<file path="config.mk">
export PLATFORM = sky130hd
export DESIGN_NAME = iohub_uart_tx_framer
export DESIGN_NICKNAME = d
export VERILOG_FILES = /design/src/rtl/iohub_uart_tx_framer.sv
export SDC_FILE = /design/constraint.sdc
export NUM_CORES = 1
export LEC_CHECK = 0
export BUFFER_PORTS_ARGS = -buffer_cell sky130_fd_sc_hd__clkbuf_2
export CORE_MARGIN = 3
export CORE_UTILIZATION = 55
export DETAILED_ROUTE_END_ITERATION = 10
export PLACE_DENSITY = 0.79
export SYNTH_ARGS = -nofsm -noshare
export SYNTH_HDL_FRONTEND = slang
export SYNTH_SLANG_ARGS = --single-unit
</file>
<file path="constraint.sdc">
create_clock -name clk_i -period 2.1 [get_ports clk_i]
set_clock_uncertainty 0.2 [all_clocks]
set_input_delay 0.105 -clock clk_i [delete_from_list [all_inputs] [get_ports clk_i]]
set_output_delay 0.105 -clock clk_i [all_outputs]
set_load 0.03 [all_outputs]
</file>
<file path="src/rtl/iohub_uart_tx_framer.sv">
// UART transmit framer for the IO hub: sends FIFO words as HDR/hi/lo frames plus status/ready tokens.
// Define IOHUB_TX_CSUM_EN to append an XOR checksum byte to every data frame.
module iohub_uart_tx_framer #(
  parameter logic [7:0] HDR_BYTE      = 8'h80,
  parameter logic [7:0] STATUS_BYTE   = 8'h40,
  parameter logic [7:0] READY_BYTE    = 8'h20,
  parameter int         START_TIMEOUT = 16
) (
  input  logic        clk_i,
  input  logic        rst_i,
  input  logic        fifo_empty_i,
  input  logic [15:0] fifo_dout_i,
  output logic        fifo_rd_en_o,
  input  logic        send_status_i,
  input  logic        send_ready_i,
  input  logic        uart_busy_i,
  output logic        uart_transmit_o,
  output logic [7:0]  uart_tx_byte_o,
  output logic        busy_o,
  output logic        frame_done_o,
  output logic        tx_err_o,
  output logic [15:0] frame_cnt_o
);

  localparam logic [2:0] ST_IDLE       = 3'd0;
  localparam logic [2:0] ST_FETCH      = 3'd1;
  localparam logic [2:0] ST_LATCH      = 3'd2;
  localparam logic [2:0] ST_SEND       = 3'd3;
  localparam logic [2:0] ST_WAIT_START = 3'd4;
  localparam logic [2:0] ST_WAIT_DONE  = 3'd5;

`ifdef IOHUB_TX_CSUM_EN
  localparam logic [1:0] LAST_IDX = 2'd3;
`else
  localparam logic [1:0] LAST_IDX = 2'd2;
`endif
  localparam logic [7:0] TIMEOUT_LAST = 8'(START_TIMEOUT - 1);

  logic [2:0]  state_reg, state_next;
  logic        status_pend_reg, status_pend_next;
  logic        ready_pend_reg, ready_pend_next;
  logic        is_token_reg, is_token_next;
  logic        tok_status_reg, tok_status_next;
  logic [15:0] word_reg, word_next;
  logic [1:0]  byte_idx_reg, byte_idx_next;
  logic [7:0]  tx_byte_reg, tx_byte_next;
  logic [7:0]  timeout_reg, timeout_next;
  logic        frame_done_reg, frame_done_next;
  logic        tx_err_reg, tx_err_next;
  logic [15:0] frame_cnt_reg, frame_cnt_next;
  logic        status_clr, ready_clr;
  logic [1:0]  byte_idx_inc;

  function automatic logic [7:0] frame_byte(input logic [1:0] idx, input logic [15:0] w);
    logic [7:0] b;
    case (idx)
      2'd0:    b = HDR_BYTE;
      2'd1:    b = w[15:8];
      2'd2:    b = w[7:0];
`ifdef IOHUB_TX_CSUM_EN
      default: b = HDR_BYTE ^ w[15:8] ^ w[7:0];
`else
      default: b = 8'h00;
`endif
    endcase
    return b;
  endfunction

  assign byte_idx_inc = byte_idx_reg + 2'd1;

  always_comb begin
    state_next      = state_reg;
    is_token_next   = is_token_reg;
    tok_status_next = tok_status_reg;
    word_next       = word_reg;
    byte_idx_next   = byte_idx_reg;
    tx_byte_next    = tx_byte_reg;
    timeout_next    = timeout_reg;
    frame_cnt_next  = frame_cnt_reg;
    frame_done_next = 1'b0;
    tx_err_next     = 1'b0;
    status_clr      = 1'b0;
    ready_clr       = 1'b0;

    case (state_reg)
      ST_IDLE: begin
        if (!uart_busy_i) begin
          if (status_pend_reg) begin
            tx_byte_next    = STATUS_BYTE;
            is_token_next   = 1'b1;
            tok_status_next = 1'b1;
            state_next      = ST_SEND;
          end else if (ready_pend_reg) begin
            tx_byte_next    = READY_BYTE;
            is_token_next   = 1'b1;
            tok_status_next = 1'b0;
            state_next      = ST_SEND;
          end else if (!fifo_empty_i) begin
            is_token_next   = 1'b0;
            state_next      = ST_FETCH;
          end
        end
      end
      ST_FETCH: state_next = ST_LATCH;
      ST_LATCH: begin
        word_next     = fifo_dout_i;
        byte_idx_next = 2'd0;
        tx_byte_next  = HDR_BYTE;
        state_next    = ST_SEND;
      end
      ST_SEND: begin
        timeout_next = 8'd0;
        state_next   = ST_WAIT_START;
      end
      ST_WAIT_START: begin
        if (uart_busy_i) begin
          state_next = ST_WAIT_DONE;
        end else if (timeout_reg == TIMEOUT_LAST) begin
          // Abort leaves the pending flag untouched so the token is retried.
          tx_err_next = 1'b1;
          state_next  = ST_IDLE;
        end else begin
          timeout_next = timeout_reg + 8'd1;
        end
      end
      ST_WAIT_DONE: begin
        if (!uart_busy_i) begin
          if (!is_token_reg && byte_idx_reg != LAST_IDX) begin
            byte_idx_next = byte_idx_inc;
            tx_byte_next  = frame_byte(byte_idx_inc, word_reg);
            state_next    = ST_SEND;
          end else if (!is_token_reg) begin
            frame_done_next = 1'b1;
            frame_cnt_next  = frame_cnt_reg + 16'd1;
            state_next      = ST_IDLE;
          end else begin
            status_clr = tok_status_reg;
            ready_clr  = !tok_status_reg;
            state_next = ST_IDLE;
          end
        end
      end
      default: state_next = ST_IDLE;
    endcase

    // A new request in the same cycle as a clear keeps the flag set.
    status_pend_next = send_status_i | (status_pend_reg & ~status_clr);
    ready_pend_next  = send_ready_i  | (ready_pend_reg  & ~ready_clr);
  end

  always_ff @(posedge clk_i) begin
    if (!rst_i) begin
      state_reg       <= ST_IDLE;
      status_pend_reg <= 1'b0;
      ready_pend_reg  <= 1'b0;
      is_token_reg    <= 1'b0;
      tok_status_reg  <= 1'b0;
      word_reg        <= 16'd0;
      byte_idx_reg    <= 2'd0;
      tx_byte_reg     <= 8'd0;
      timeout_reg     <= 8'd0;
      frame_done_reg  <= 1'b0;
      tx_err_reg      <= 1'b0;
      frame_cnt_reg   <= 16'd0;
    end else begin
      state_reg       <= state_next;
      status_pend_reg <= status_pend_next;
      ready_pend_reg  <= ready_pend_next;
      is_token_reg    <= is_token_next;
      tok_status_reg  <= tok_status_next;
      word_reg        <= word_next;
      byte_idx_reg    <= byte_idx_next;
      tx_byte_reg     <= tx_byte_next;
      timeout_reg     <= timeout_next;
      frame_done_reg  <= frame_done_next;
      tx_err_reg      <= tx_err_next;
      frame_cnt_reg   <= frame_cnt_next;
    end
  end

  // Read strobe lives in FETCH so data lands exactly when LATCH samples it.
  assign fifo_rd_en_o    = (state_reg == ST_FETCH);
  assign uart_transmit_o = (state_reg == ST_SEND);
  assign uart_tx_byte_o  = tx_byte_reg;
  assign busy_o          = (state_reg != ST_IDLE);
  assign frame_done_o    = frame_done_reg;
  assign tx_err_o        = tx_err_reg;
  assign frame_cnt_o     = frame_cnt_reg;

endmodule

</file>
Word level (Yosys, flattened, before mapping). Cells that the tools add are included.

Add/subtract/negate cells: 3. Eq/ne operators: 18. Multiplexer cells: 37. Bitwise operators: 12. Reductions and logical operators: 19.

Operator list (count): $mux W8 (7); $pmux W8 S3 (2); $mux W3 (7); $pmux W3 S6 (1); $add A16 B1 Y16 const B (1); $pmux W8 S2 (1); $mux W1 (15); $ne A2 B2 Y1 const B (6); $reduce_and A3 Y1 (4); $add A8 B1 Y8 const B (1); $eq A8 B4 Y1 const B (1); $not A1 Y1 (8); $reduce_and A4 Y1 (2); $eq A3 B2 Y1 const B (2); $eq A3 B3 Y1 const B (2); $mux W2 (3); $ne A3 B3 Y1 const B (2); $reduce_bool A2 Y1 (3); $reduce_bool A3 Y1 (2); $reduce_and A5 Y1 (1); $ne A4 B4 Y1 const B (1); $pmux W2 S2 (1); $reduce_or A4 Y1 (1); $eq A3 B1 Y1 const B (1); 11 further kinds (14).

Flip-flop bits (word level): 59. Bits of input ports: 22. Output and inout bits: 29. Logic and storage cells: 101.

Depth between registers and ports, before layout.
Word-level depth: 8. Depth in mapped cells: 7. Mapped depth without buffers: 6.

Worst setup path after synthesis. Ideal clock, no wire load.

Path kind: register to register. From: reg frame_cnt_reg[4], in the netlist frame_cnt_o[4]. To: reg frame_cnt_reg[13], in the netlist frame_cnt_o[13]. Setup time: 70 ps. Arrival: 1660 ps. Data required time: 1830 ps. Setup slack: 170 ps. Cell stages (with the launch flop): 5. Path buffers: 0. Clock period less this slack: 1930 ps. Path through: dfxtp_1 -> and4_1 -> nand3_1 -> or4_1 -> a21boi_1.

Cells in the longest elaborated chain, start to end: 1.

RTL lines: start, declared (line 50) `logic [15:0] frame_cnt_reg, frame_cnt_next;`; start signal, assigned (line 177) `frame_cnt_reg <= frame_cnt_next;`; $add A16 B1 Y16 (line 134) `frame_cnt_next = frame_cnt_reg + 16'd1;`.

Every way passes these cells. A chain may end at the register's enable or synchronous reset.

Final worst setup path.
From: reg byte_idx_reg[0]. To: reg frame_cnt_reg[13], in the netlist frame_cnt_o[13].

Cells in the longest elaborated chain, start to end: 4.

RTL lines: start, declared (line 45) `logic [1:0] byte_idx_reg, byte_idx_next;`; start signal, assigned (line 172) `byte_idx_reg <= byte_idx_next;`; $ne A2 B2 Y1 (line 128) `if (!is_token_reg && byte_idx_reg != LAST_IDX) begin`; $logic_and A1 B1 Y1 (line 128); $not A1 Y1 (no line); $reduce_and A4 Y1 (no line).

Every way passes these cells.

==> metrics.md <==
| Metric | Value |
|---|---|
| DRT Wirelength | 6.65 mm |
| DR WL met2 | 3.32 mm |
| Highest Signal Layer | met4 |
| Max-slew headroom | 0.561 |
| Switch share | 0.338 |
| Total gr overflow | 0 |
| Initial antenna violation count | 0 |
| Global-route wire length before repair | 11.6 mm |
| Sequential share of power | 0.382 |
| Worst setup margin | 0.110 ns |
| Core area | 4910 um2 |
| CTS H-tree depth | 3 |
| Post-Syn Area per Cell | 8.62 um2 |
| Cell variety after synth | 63 |
| CP startpoint | byte_idx_reg[0] |
| Post-synth EDFFs | 0 |
| Post-Place Cells | 444 |
| CP Data Required Time | 2.17 ns |
| Crit Path Category | reg2reg |
| # rows | 25 |
| Total chip power | 3660 uW |
| Final period utilization | 0.948 |
| Gate power share | 0.296 |
| Fmax | 0.503 GHz |
| Peak supply drop | 600 uV |
| Initial drt markers | 123 |
| Mapped Cells | 335 |
| Crit path capture | frame_cnt_o[13] |
| Avg WL per Cell | 13.8 um |
| Crit-path max FO | 10 |
| CTS tree | built |
| Area grow syn2layout | 26.7% |
| Critical path arrival | 2.06 ns |
| DRT Pass-1 Iters | 5 |
| Slew at the pin with the worst max-slew slack | 0.650 ns |
| Critical path capture point type | flop |
| Sequential area share after synthesis | 0.409 |
| Detailed placement HPWL | 4.38 mm |
| Syn Std Cell Area | 2890 um2 |
| Worst R2R End | frame_cnt_o[13] |
| Total GRT Usage | 0.234 |
| Hold depth | 3 |
| Fraction of layout cells with a size suffix above 1 | 0.223 |
| Post-synth net total | 362 |
| Reg clk slew, reported paths | 0.07 ns |
| Setup violators final | 0 |
| Vias | 2692 |
| CP Launch Type | flop |
| Clock Latency Late Sink | 0.33 ns |
| PD cells | 999 nW/um2 |
| Yosys top cell area share | 0.409 |
| Initial Utilization | 0.588 |
| M1 wire length | 2.93 mm |
| Die W | 78.5 um |
| Number of global-route vias before repair | 2649 |
| Ant diodes | 0 |
| P_sw | 1240 uW |
| Dominant cell type by area after synthesis | dfxtp_1 |
| DR vias/cell | 5.61 |
| Outcome | completed |
| Worst R2R Start | byte_idx_reg[0] |
| Min Clock Period, post-route | 1.99 ns |
| Layout Utilization | 0.745 |
| CTS sink cnt | 59 |
| Clock power share | 0.322 |
| Synth area leaders | dfxtp_1 41%, nand2_1 6.2%, a21boi_0 4.4% |
| Clock Tree Buf Depth | 2 |
| Routed Antenna Nets | 0 |
| Non-filler cells, final | 480 |
| Die area | 6160 um2 |
| Max-Cap Viols | 0 |
| Detail Route met3 WL | 324 um |
| Die height | 78.5 um |
| Synth Register Bits | 59 |
| Root buf cell | clkbuf_8 |
| Final net count | 435 |
| I/O Pins | 51 |
| CTS Buf Count | 9 |
| Worst reg2reg path depth | 6 |
| Largest net degree at the start of global routing | 45 |
| Number of fill cells in the layout | 378 |
| Reg2Reg Setup Slack | 0.11 ns |
| Internal power | 2420 uW |
| Setup TNS | 0 ns |
| Gpl congestion | 0.822 |
| Top FF cell, synth | dfxtp_1 |
| Worst slack, placed | 0.0972 ns |
| Hold crit path type | in2reg |
| DRC | 0 |
| I/O Buffers | 50 |
| Synthesis Warnings | 0 |
| Max-slew violation count | 0 |
| Post-synthesis async set-or-reset flop share | 0 |
| RSZ-0062 raised after global routing | yes |
| Final Hold Fails | 0 |
| Leakage power | 0.00146 uW |
[Yosys cell counts, drive strengths merged, types with 3 or more instances]
cell and count:
dfxtp 59, nand2 49, a21boi 29, nand3 21, o21ai 14, clkbuf 13, and2 11, nor2 11
buf 10, a22oi 8, inv 8, xnor2 8, and3 7, nand4 6, o21a 6, ha 5
nor2b 5, nor3 5, or3 5, nor3b 4, o31ai 4, or4 4, a21oi 3, nor4 3
o22ai 3
[critical path: stages (launching register included)]
cell and delay (ns):
dfxtp_1 0.32, inv_1 0.12, ha_2 0.24, and3b_1 0.21, nand3_2 0.18, or4_1 0.52, a21boi_1 0.14
[worst min-delay path by stage]
stage | start | endpoint | slack [ns]
final | rst_i | tx_err_o | 0.02
after global routing | rst_i | tx_err_o | 0.04
after CTS | rst_i | tx_err_o | 0.0005
after detailed placement | fifo_dout_i[14] | word_reg[14] | 0.13
after global placement | fifo_dout_i[12] | word_reg[12] | 0.13
after floorplan | fifo_dout_i[15] | word_reg[15] | 0.04
[logic make-up after synthesis]
logic type	count (synthesis)	synth area share
DFF	59	0.409
xor gates and xnor gates	9	0.0273
muxes	2	0.00693
and+or+nand+nor	145	0.277
AOI/OAI and AO/OA	84	0.210
adders and majority gates	5	0.0217
buffers and inverters	31	0.0476
[metrics by stage]
stage / hold slack (ns) / cell area [um2]
after global routing: 0.0417 / 3660
after CTS: 0.000479 / 3650
after global placement: 0.127 / 3230
after floorplan: 0.0398 / 2890
after detailed placement: 0.133 / 3230
final: 0.0215 / 3660
[power groups by stage]
stage,combinational (uW),sequential [uW],clock (uW)
2_1_floorplan,776,1400,0
3_3_place_gp,1020,1410,0
3_5_place_dp,1040,1420,0
4_1_cts,1070,1390,1200
5_1_grt,1210,1420,1240
6_report,1080,1400,1180
[cell usage in the layout, fill, tap and decap left out, types with 5 or more instances in the layout]
cell and instances:
or3_1 5, inv_1 8, a22oi_1 8, and3_1 7, dfxtp_1 59, buf_4 16, clkbuf_8 11, nor2b_1 5
a21boi_0 17, o21ai_0 11, a21boi_1 12, nand2_1 48, o21a_1 6, and2_1 11, nor2_1 11, xnor2_1 8
dlygate4sd3_1 19, nand3_1 20, clkbuf_2 50, nor3_1 5, nand4_1 6
[what timing repair did]
item	CTS	global route
hold buffers	19	0
endpoints found under the hold margin	19	0
buffers inserted	0	1
resized for setup	0	2
setup endpoints to repair	0	11
[per-layer routing]
layer,vias to the layer above,GRT usage
met1,1272,0.280
met3,7,0.0596
met5,-,0
met4,0,0.101
met2,66,0.395
li1,1347,-
[final cells by class]
cell class / instances / area (um2) / area share
Multi-Input combinational cell: 245 / 1580 / 0.431
Sequential cell: 59 / 1180 / 0.323
Timing Repair Buffer: 85 / 561 / 0.153
Clock buffer: 12 / 155 / 0.0424
Tap cell: 67 / 83.8 / 0.0229
Clock inverter: 4 / 72.6 / 0.0198
Inverter: 8 / 30.0 / 0.00820
(Power assumes the default switching activity.)
